**src/rtl/hazard_pkg.sv**
```systemverilog
// Shared types and constants for the forwarding/hazard controller.
package hazard_pkg;

    // ALU operand mux select encoding
    typedef logic [1:0] fwd_sel_t;

    localparam fwd_sel_t FWD_RF    = 2'b00;  // register file value
    localparam fwd_sel_t FWD_EXMEM = 2'b01;  // EX/MEM result
    localparam fwd_sel_t FWD_MEMWB = 2'b10;  // MEM/WB result

endpackage

```
**src/rtl/fwd_select.sv**
```systemverilog
// Priority forwarding compare for one ALU operand: the youngest producer (MEM) wins over WB.
// Register 0 is never forwarded, and an empty EX stage always selects the register file.
module fwd_select
    import hazard_pkg::*;
#(
    parameter int unsigned REG_AW = 5
) (
    input  logic              ex_v,
    input  logic [REG_AW-1:0] src,
    input  logic              mem_v,
    input  logic              mem_we,
    input  logic [REG_AW-1:0] mem_rd,
    input  logic              wb_v,
    input  logic              wb_we,
    input  logic [REG_AW-1:0] wb_rd,
    output fwd_sel_t          sel
);

    logic mem_hit;
    logic wb_hit;

    // Select the nearest older writer of src, if any
    always_comb begin
        mem_hit = mem_v && mem_we && (mem_rd != '0) && (mem_rd == src);
        wb_hit  = wb_v && wb_we && (wb_rd != '0) && (wb_rd == src);
        sel     = FWD_RF;
        if (ex_v) begin
            if (mem_hit) begin
                sel = FWD_EXMEM;
            end else if (wb_hit) begin
                sel = FWD_MEMWB;
            end
        end
    end

endmodule

```
**src/rtl/fwd_hazard_ctrl.sv**
```systemverilog
// Forwarding and load-use hazard controller for the 5-stage pipeline.
// Keeps a shadow copy of EX/MEM/WB destination info fed from ID-stage fields.
// Optional feature: define HAZARD_STALL_CNT_EN to add the saturating stall_cnt output.
module fwd_hazard_ctrl
    import hazard_pkg::*;
#(
    parameter int unsigned REG_AW = 5
`ifdef HAZARD_STALL_CNT_EN
    ,
    parameter int unsigned CNT_W  = 16
`endif
) (
    input  logic              clk,
    input  logic              rst,
    input  logic              id_valid,
    input  logic [REG_AW-1:0] id_rs,
    input  logic [REG_AW-1:0] id_rt,
    input  logic              id_use_rs,
    input  logic              id_use_rt,
    input  logic [REG_AW-1:0] id_rd,
    input  logic              id_reg_write,
    input  logic              id_mem_read,
    input  logic              flush,
    input  logic              hold,
    output fwd_sel_t          fwd_a,
    output fwd_sel_t          fwd_b,
    output logic              stall,
    output logic              pc_write,
    output logic              ifid_write,
    output logic              idex_bubble
`ifdef HAZARD_STALL_CNT_EN
    ,
    output logic [CNT_W-1:0]  stall_cnt
`endif
);

    typedef struct packed {
        logic              v;
        logic [REG_AW-1:0] rs;
        logic [REG_AW-1:0] rt;
        logic [REG_AW-1:0] rd;
        logic              we;
        logic              ld;
    } ex_stage_t;

    typedef struct packed {
        logic              v;
        logic [REG_AW-1:0] rd;
        logic              we;
    } late_stage_t;

    ex_stage_t   ex_q,  ex_d;
    late_stage_t mem_q, mem_d;
    late_stage_t wb_q,  wb_d;
    logic        load_use;

    fwd_select #(.REG_AW(REG_AW)) u_fwd_a (
        .ex_v   (ex_q.v),
        .src    (ex_q.rs),
        .mem_v  (mem_q.v),
        .mem_we (mem_q.we),
        .mem_rd (mem_q.rd),
        .wb_v   (wb_q.v),
        .wb_we  (wb_q.we),
        .wb_rd  (wb_q.rd),
        .sel    (fwd_a)
    );

    fwd_select #(.REG_AW(REG_AW)) u_fwd_b (
        .ex_v   (ex_q.v),
        .src    (ex_q.rt),
        .mem_v  (mem_q.v),
        .mem_we (mem_q.we),
        .mem_rd (mem_q.rd),
        .wb_v   (wb_q.v),
        .wb_we  (wb_q.we),
        .wb_rd  (wb_q.rd),
        .sel    (fwd_b)
    );

    // Load-use detection and pipeline control; flush and hold both override a stall
    always_comb begin
        load_use = id_valid && ex_q.v && ex_q.ld && ex_q.we && (ex_q.rd != '0) &&
                   ((id_use_rs && (id_rs == ex_q.rd)) || (id_use_rt && (id_rt == ex_q.rd)));
        stall       = load_use && !flush && !hold;
        pc_write    = !stall && !hold;
        ifid_write  = !stall && !hold;
        idex_bubble = (stall || flush) && !hold;
    end

    // Shadow pipeline advance; a stalled or flushed ID instruction enters EX as a bubble
    always_comb begin
        ex_d  = ex_q;
        mem_d = mem_q;
        wb_d  = wb_q;
        if (!hold) begin
            wb_d     = mem_q;
            mem_d.v  = ex_q.v;
            mem_d.rd = ex_q.rd;
            mem_d.we = ex_q.we;
            ex_d.v   = id_valid && !stall && !flush;
            ex_d.rs  = id_rs;
            ex_d.rt  = id_rt;
            ex_d.rd  = id_rd;
            ex_d.we  = id_reg_write;
            ex_d.ld  = id_mem_read;
        end
    end

    // Shadow stage registers
    always_ff @(posedge clk or posedge rst) begin
        if (rst) begin
            ex_q  <= '0;
            mem_q <= '0;
            wb_q  <= '0;
        end else begin
            ex_q  <= ex_d;
            mem_q <= mem_d;
            wb_q  <= wb_d;
        end
    end

`ifdef HAZARD_STALL_CNT_EN
    logic [CNT_W-1:0] stall_cnt_q, stall_cnt_d;

    // Saturating count of load-use stall cycles
    always_comb begin
        stall_cnt_d = stall_cnt_q;
        if (stall && (stall_cnt_q != '1)) begin
            stall_cnt_d = stall_cnt_q + 1'b1;
        end
    end

    // Stall counter register
    always_ff @(posedge clk or posedge rst) begin
        if (rst) begin
            stall_cnt_q <= '0;
        end else begin
            stall_cnt_q <= stall_cnt_d;
        end
    end

    assign stall_cnt = stall_cnt_q;
`endif

endmodule

```
**config.mk**
```make
export PLATFORM = sky130hd
export DESIGN_NAME = fwd_hazard_ctrl
export DESIGN_NICKNAME = d
export VERILOG_FILES = /design/src/rtl/hazard_pkg.sv /design/src/rtl/fwd_select.sv /design/src/rtl/fwd_hazard_ctrl.sv
export SDC_FILE = /design/constraint.sdc
export NUM_CORES = 1
export LEC_CHECK = 0
export ABC_AREA = 0
export CORE_AREA = 3 3 60 62
export CTS_CLUSTER_DIAMETER = 60
export DETAILED_ROUTE_END_ITERATION = 10
export DIE_AREA = 0 0 63 65
export PLACE_DENSITY = 0.93
export SYNTH_ARGS = -nofsm -noshare
export SYNTH_HDL_FRONTEND = slang
export SYNTH_HIERARCHICAL = 1
export SYNTH_SLANG_ARGS = --single-unit
```
**constraint.sdc**
```tcl
create_clock -name clk -period 2.7 [get_ports clk]
set_input_delay 0.405 -clock clk [delete_from_list [all_inputs] [get_ports clk]]
set_output_delay 0.405 -clock clk [all_outputs]
set_load 0.03 [all_outputs]
```
### Word-level counts from Yosys, hierarchy flattened

Cells that the tools add are included.
W data, S select, Z words.

* flip-flop bits (word level): 32
* bits in latches: 0
* bits in writable memories: 0
* ROM bits: 0
* logic and storage cells: 53
* memories: 0

* add/subtract/negate cells: 0
* $mul: 0
* divide/modulo/power cells: 0
* magnitude comparators: 0
* equality and inequality tests: 6
* shift-type cells: 0
* muxes and demuxes: 6
* bitwise operators: 0
* reduce and logical (&&, ||, !) cells: 29

Operators with widths (number)
* $eq A5 B5 Y1: 6
* $logic_and A1 B1 Y1: 21
* $reduce_bool A5 Y1: 3
* $mux W2: 6
* $logic_not A1 Y1: 3
* $logic_or A1 B1 Y1: 2

### Longest topological paths before layout

* depth after elaboration: 10
* depth in mapped cells: 6
* depth with buffers taken out: 4

### Hierarchy

The synthesis kept the hierarchy.

By module, submodules not included
* fwd_hazard_ctrl: times used 1, cells an instance 98, area an instance 1377.6 µm²
* fwd_select: times used 2, cells an instance 25, area an instance 172.7 µm²

### Worst setup path after synthesis

OpenSTA, ideal clock, no wires.

* path kind: register to output
* start point: register ex_q[5] (netlist bit)
* end point: output pc_write
* arrival time: 1.996 ns
* setup slack: 0.299 ns
* stages on the path, launching flop included: 6
* buffers on the path: 1
* cells stage by stage: dfrtp_1 > or4_1 > o21ai_2 > nor2_1 > a21oi_1 > buf_4

* longest elaborated chain between the ends: 8
* elaborated cells on any way between the ends: 12

Ends and longest elaborated chain
* from (decl): RTL line fwd_hazard_ctrl.sv:52 `ex_stage_t ex_q, ex_d;`
* from (signal assigned): RTL line fwd_hazard_ctrl.sv:113 `ex_q <= '0;`
* from (signal assigned): RTL line fwd_hazard_ctrl.sv:117 `ex_q <= ex_d;`
* $eq A5 B5 Y1: RTL line fwd_hazard_ctrl.sv:84 `((id_use_rs && (id_rs == ex_q.rd)) || (id_use_rt && (id_rt == ex_q.rd)));`
* $logic_and A1 B1 Y1: RTL line fwd_hazard_ctrl.sv:84
* $logic_or A1 B1 Y1: RTL line fwd_hazard_ctrl.sv:84
* $logic_and A1 B1 Y1 *: RTL line fwd_hazard_ctrl.sv:83 `load_use = id_valid && ex_q.v && ex_q.ld && ex_q.we && (ex_q.rd != '0) &&`
* $logic_and A1 B1 Y1 * (2 in a row): RTL line fwd_hazard_ctrl.sv:85 `stall = load_use && !flush && !hold;`
* $logic_not A1 Y1 *
* $logic_and A1 B1 Y1 *
* to (decl): RTL line fwd_hazard_ctrl.sv:28 `output logic pc_write,`

Every way passes the cells marked *; elsewhere a longest branch is shown, timed or not.

### Worst setup path in the final report

* start point: register mem_q[4] (netlist bit)
* end point: output fwd_b[0]

* longest elaborated chain between the ends: 5
* elaborated cells on any way between the ends: 6

Ends and longest elaborated chain
* from (decl): RTL line fwd_hazard_ctrl.sv:53 `late_stage_t mem_q, mem_d;`
* from (signal assigned): RTL line fwd_hazard_ctrl.sv:118 `mem_q <= mem_d;`
* $reduce_bool A5 Y1: RTL line fwd_select.sv:24 `mem_hit = mem_v && mem_we && (mem_rd != '0) && (mem_rd == src);`
* $logic_and A1 B1 Y1: RTL line fwd_select.sv:24
* $logic_and A1 B1 Y1 *: RTL line fwd_select.sv:24
* $mux W2 *: RTL line fwd_select.sv:28 `if (mem_hit) begin`
* $mux W2 *: RTL line fwd_select.sv:27 `if (ex_v) begin`
* to (decl): RTL line fwd_hazard_ctrl.sv:26 `output fwd_sel_t fwd_b,`

Marks and branches as above.

==> impl_metrics.ini <==
[synthesis]
synth_top_area_cell = dfrtp_1
synth_top_cell_area_share_pct = 46.5
synth_seq_cells = 32
ys_seq_area_share_pct = 46.5
synth-edff-count = 0
synth_area_leaders = dfrtp_1 46%, mux2_2 20%, xnor2_1 6.1%
syn-cell-area_mm2 = 0.00172
synth_ff_type = dfrtp_1
ys_types = 28
netlist_instances = 148
syn-num-nets = 172
synth-async-reset-ratio_pct = 100
ys_warn_count = 6
avgSynthCellArea_um2 = 11.6

[setup_path]
critPathKind = reg2out
worstReg2RegStart = ex_q[5]$_DFFE_PP0N_
reg2reg_depth = 5
r2r_slack_ns = 1.06
start_kind = register
cp_data_arrival_time_ns = 2.14
required_ns = 2.30
endpoint_kind = output port
r2r-end = ex_q[17]$_DFFE_PP0N_
path_max_fanout = 6

[placement]
dp_hpwl_um = 3000
place.gp.congestion = 0.843
port_buffers = 31
dp_slack_ns = -0.00615

[timing]
min_period_ns = 2.54
finalWorstSetupSlack_ns = 0.157
period_share_pct = 94.2
slew_viol_final = 0
setup_tns_ns = 0
fmax_mhz = 393
relSlewSlack_pct = 73.6
final-setup-viol-count = 0
skew_ns = 0.00976
hold_viol_final = 0
tightestPinTransition_ns = 0.397
rsz0062_at_grt = false

[hold_path]
hold_path.class = in2async

[route]
wire_per_inst_um = 16.1
vias = 1276
routed_via_density = 5.52
detail_route.iter0.violations = 37
drc_errors = 0
routed_wl_um = 3710
drtPass1Iterations = 4
ant_nets = 0

[clocking]
hold_buffers = 0
clk_pin_slew_ns = 0.10
clk_latency_ns = 0.33
clk_path_buf_depth = 2
cts_buffers = 5
cts_tree = built
cts.sinks = 32
h-tree-depth = 2
cts_root_buf = clkbuf_4

[die]
rows = 20
io_pins = 32
die_h_um = 65
initial_core_util_pct = 56.0
core_area_mm2 = 0.00308
die-area_mm2 = 0.00410
die_x_um = 63

[global_route]
antenna_found_initial = 0
overflow = 0
track_usage_pct = 20.9
grt_pass1_vias = 1412
grt_pass1_wl_um = 6500
grt_max_degree = 33

[final_layout]
insertedDiodeCount = 0
num-nets-final = 211
fin_util_pct = 69.6
drive_gt1_share_pct = 29.4
area_delta_synth_final_pct = 24.4
nFillCells = 206
most-common-layout-cells = 31 x mux2_2, 31 x dfrtp_1, 25 x clkdlybuf4s50_1, 12 x xnor2_1, 12 x inv_1

[run]
drv_cap = 0

[power_and_ir_drop]
leakage_nw = 0.904
ir_drop_mv = 0.433
p_per_area_mw_per_mm2 = 535

[outcome]
outcome = finished, final reports clean
[how the worst max path moves through the flow]
stage                                    start          end  slack, ns  cells past startpoint
after floorplan            ex_q[5]$_DFFE_PP0N_     pc_write       0.30                      5
after global placement                id_rs[1]  idex_bubble       0.06                      6
after detailed placement              id_rs[4]  idex_bubble     -0.006                      6
after CTS                 mem_q[3]$_DFFE_PP0N_     fwd_b[1]       0.01                      5
after global routing      mem_q[4]$_DFFE_PP0N_     fwd_b[0]      0.009                      5
final                     mem_q[4]$_DFFE_PP0N_     fwd_b[0]       0.16                      5
[cells by family after synthesis]
logic type	after synthesis	share of synthesized area (%)
and+or+nand+nor	30	10.9
AOI/OAI and AO/OA	16	7.04
muxes	31	20.3
DFF	32	46.5
buffers and inverters	17	4.14
xor gates and xnor gates	22	11.2
[state kept, by name, indices dropped and copies added (netlist names)]
name,cells
ex_q,18
mem_q,7
wb_q,7
[Yosys cell counts, types with 2 or more instances]
library cell,number
xor2_1,10
o22ai_1,3
xnor2_1,12
a222oi_1,2
and4_1,2
inv_1,12
buf_2,3
nand3_1,2
nor4_2,2
nand2_1,5
o21ai_0,3
o2111ai_2,2
nor3_2,2
nor2_1,6
a21oi_1,4
nor4_1,4
nand4_1,2
mux2_2,31
dfrtp_1,32
[final cells by class]
type                    count  area, µm²  area share, %
repair buffers             37        344           16.1
multi-input cells          99        851           39.7
flip-flops and latches     32        802           37.4
clock buffers               6       41.3           1.93
inverters                  12       45.0           2.10
well taps                  44       55.1           2.57
clock inverters             1       5.00          0.234
[routing by layer]
| layer | up-vias | part of all wire [%] | GRT usage, % |
|---|---|---|---|
| met4 | 0 | 3.0 | 11.3 |
| met1 | 611 | 41 | 22.9 |
| met2 | 50 | 51 | 36.5 |
| met3 | 11 | 5.6 | 6.07 |
| met5 | - | 0 | 0 |
| li1 | 604 | - | - |
[what timing repair did]
item,4_1_cts,5_1_grt
pin swaps,0,1
setup endpoints to repair,2,2
endpoints found under the hold margin,0,0
gates resized for setup,2,4
setup buffers,0,1
[worst max-delay path, stage by stage (launching register included)]
cell             delay (ns)
dfrtp_1                0.48
xor2_1                 0.20
nor3_2                 0.20
o2111ai_2              0.13
nor2_1                 0.12
clkdlybuf4s50_1        0.68
[metrics by stage]
stage          power, mW  cells  cell area (µm²)  hold WS [ns]
6_report            1.15    231             2140         0.447
5_1_grt             1.21    231             2140         0.456
4_1_cts             1.15    230             2140         0.440
3_5_place_dp       0.908    223             2090         0.490
3_3_place_gp       0.882    223             2090         0.481
2_1_floorplan      0.802    148             1720         0.471
[power by group]
part	internal [mW]	total [mW]	switching, mW
clock network	0.0957	0.250	0.154
logic	0.154	0.265	0.111
registers	0.542	0.633	0.0908
Power figures use the tool's default switching activity.
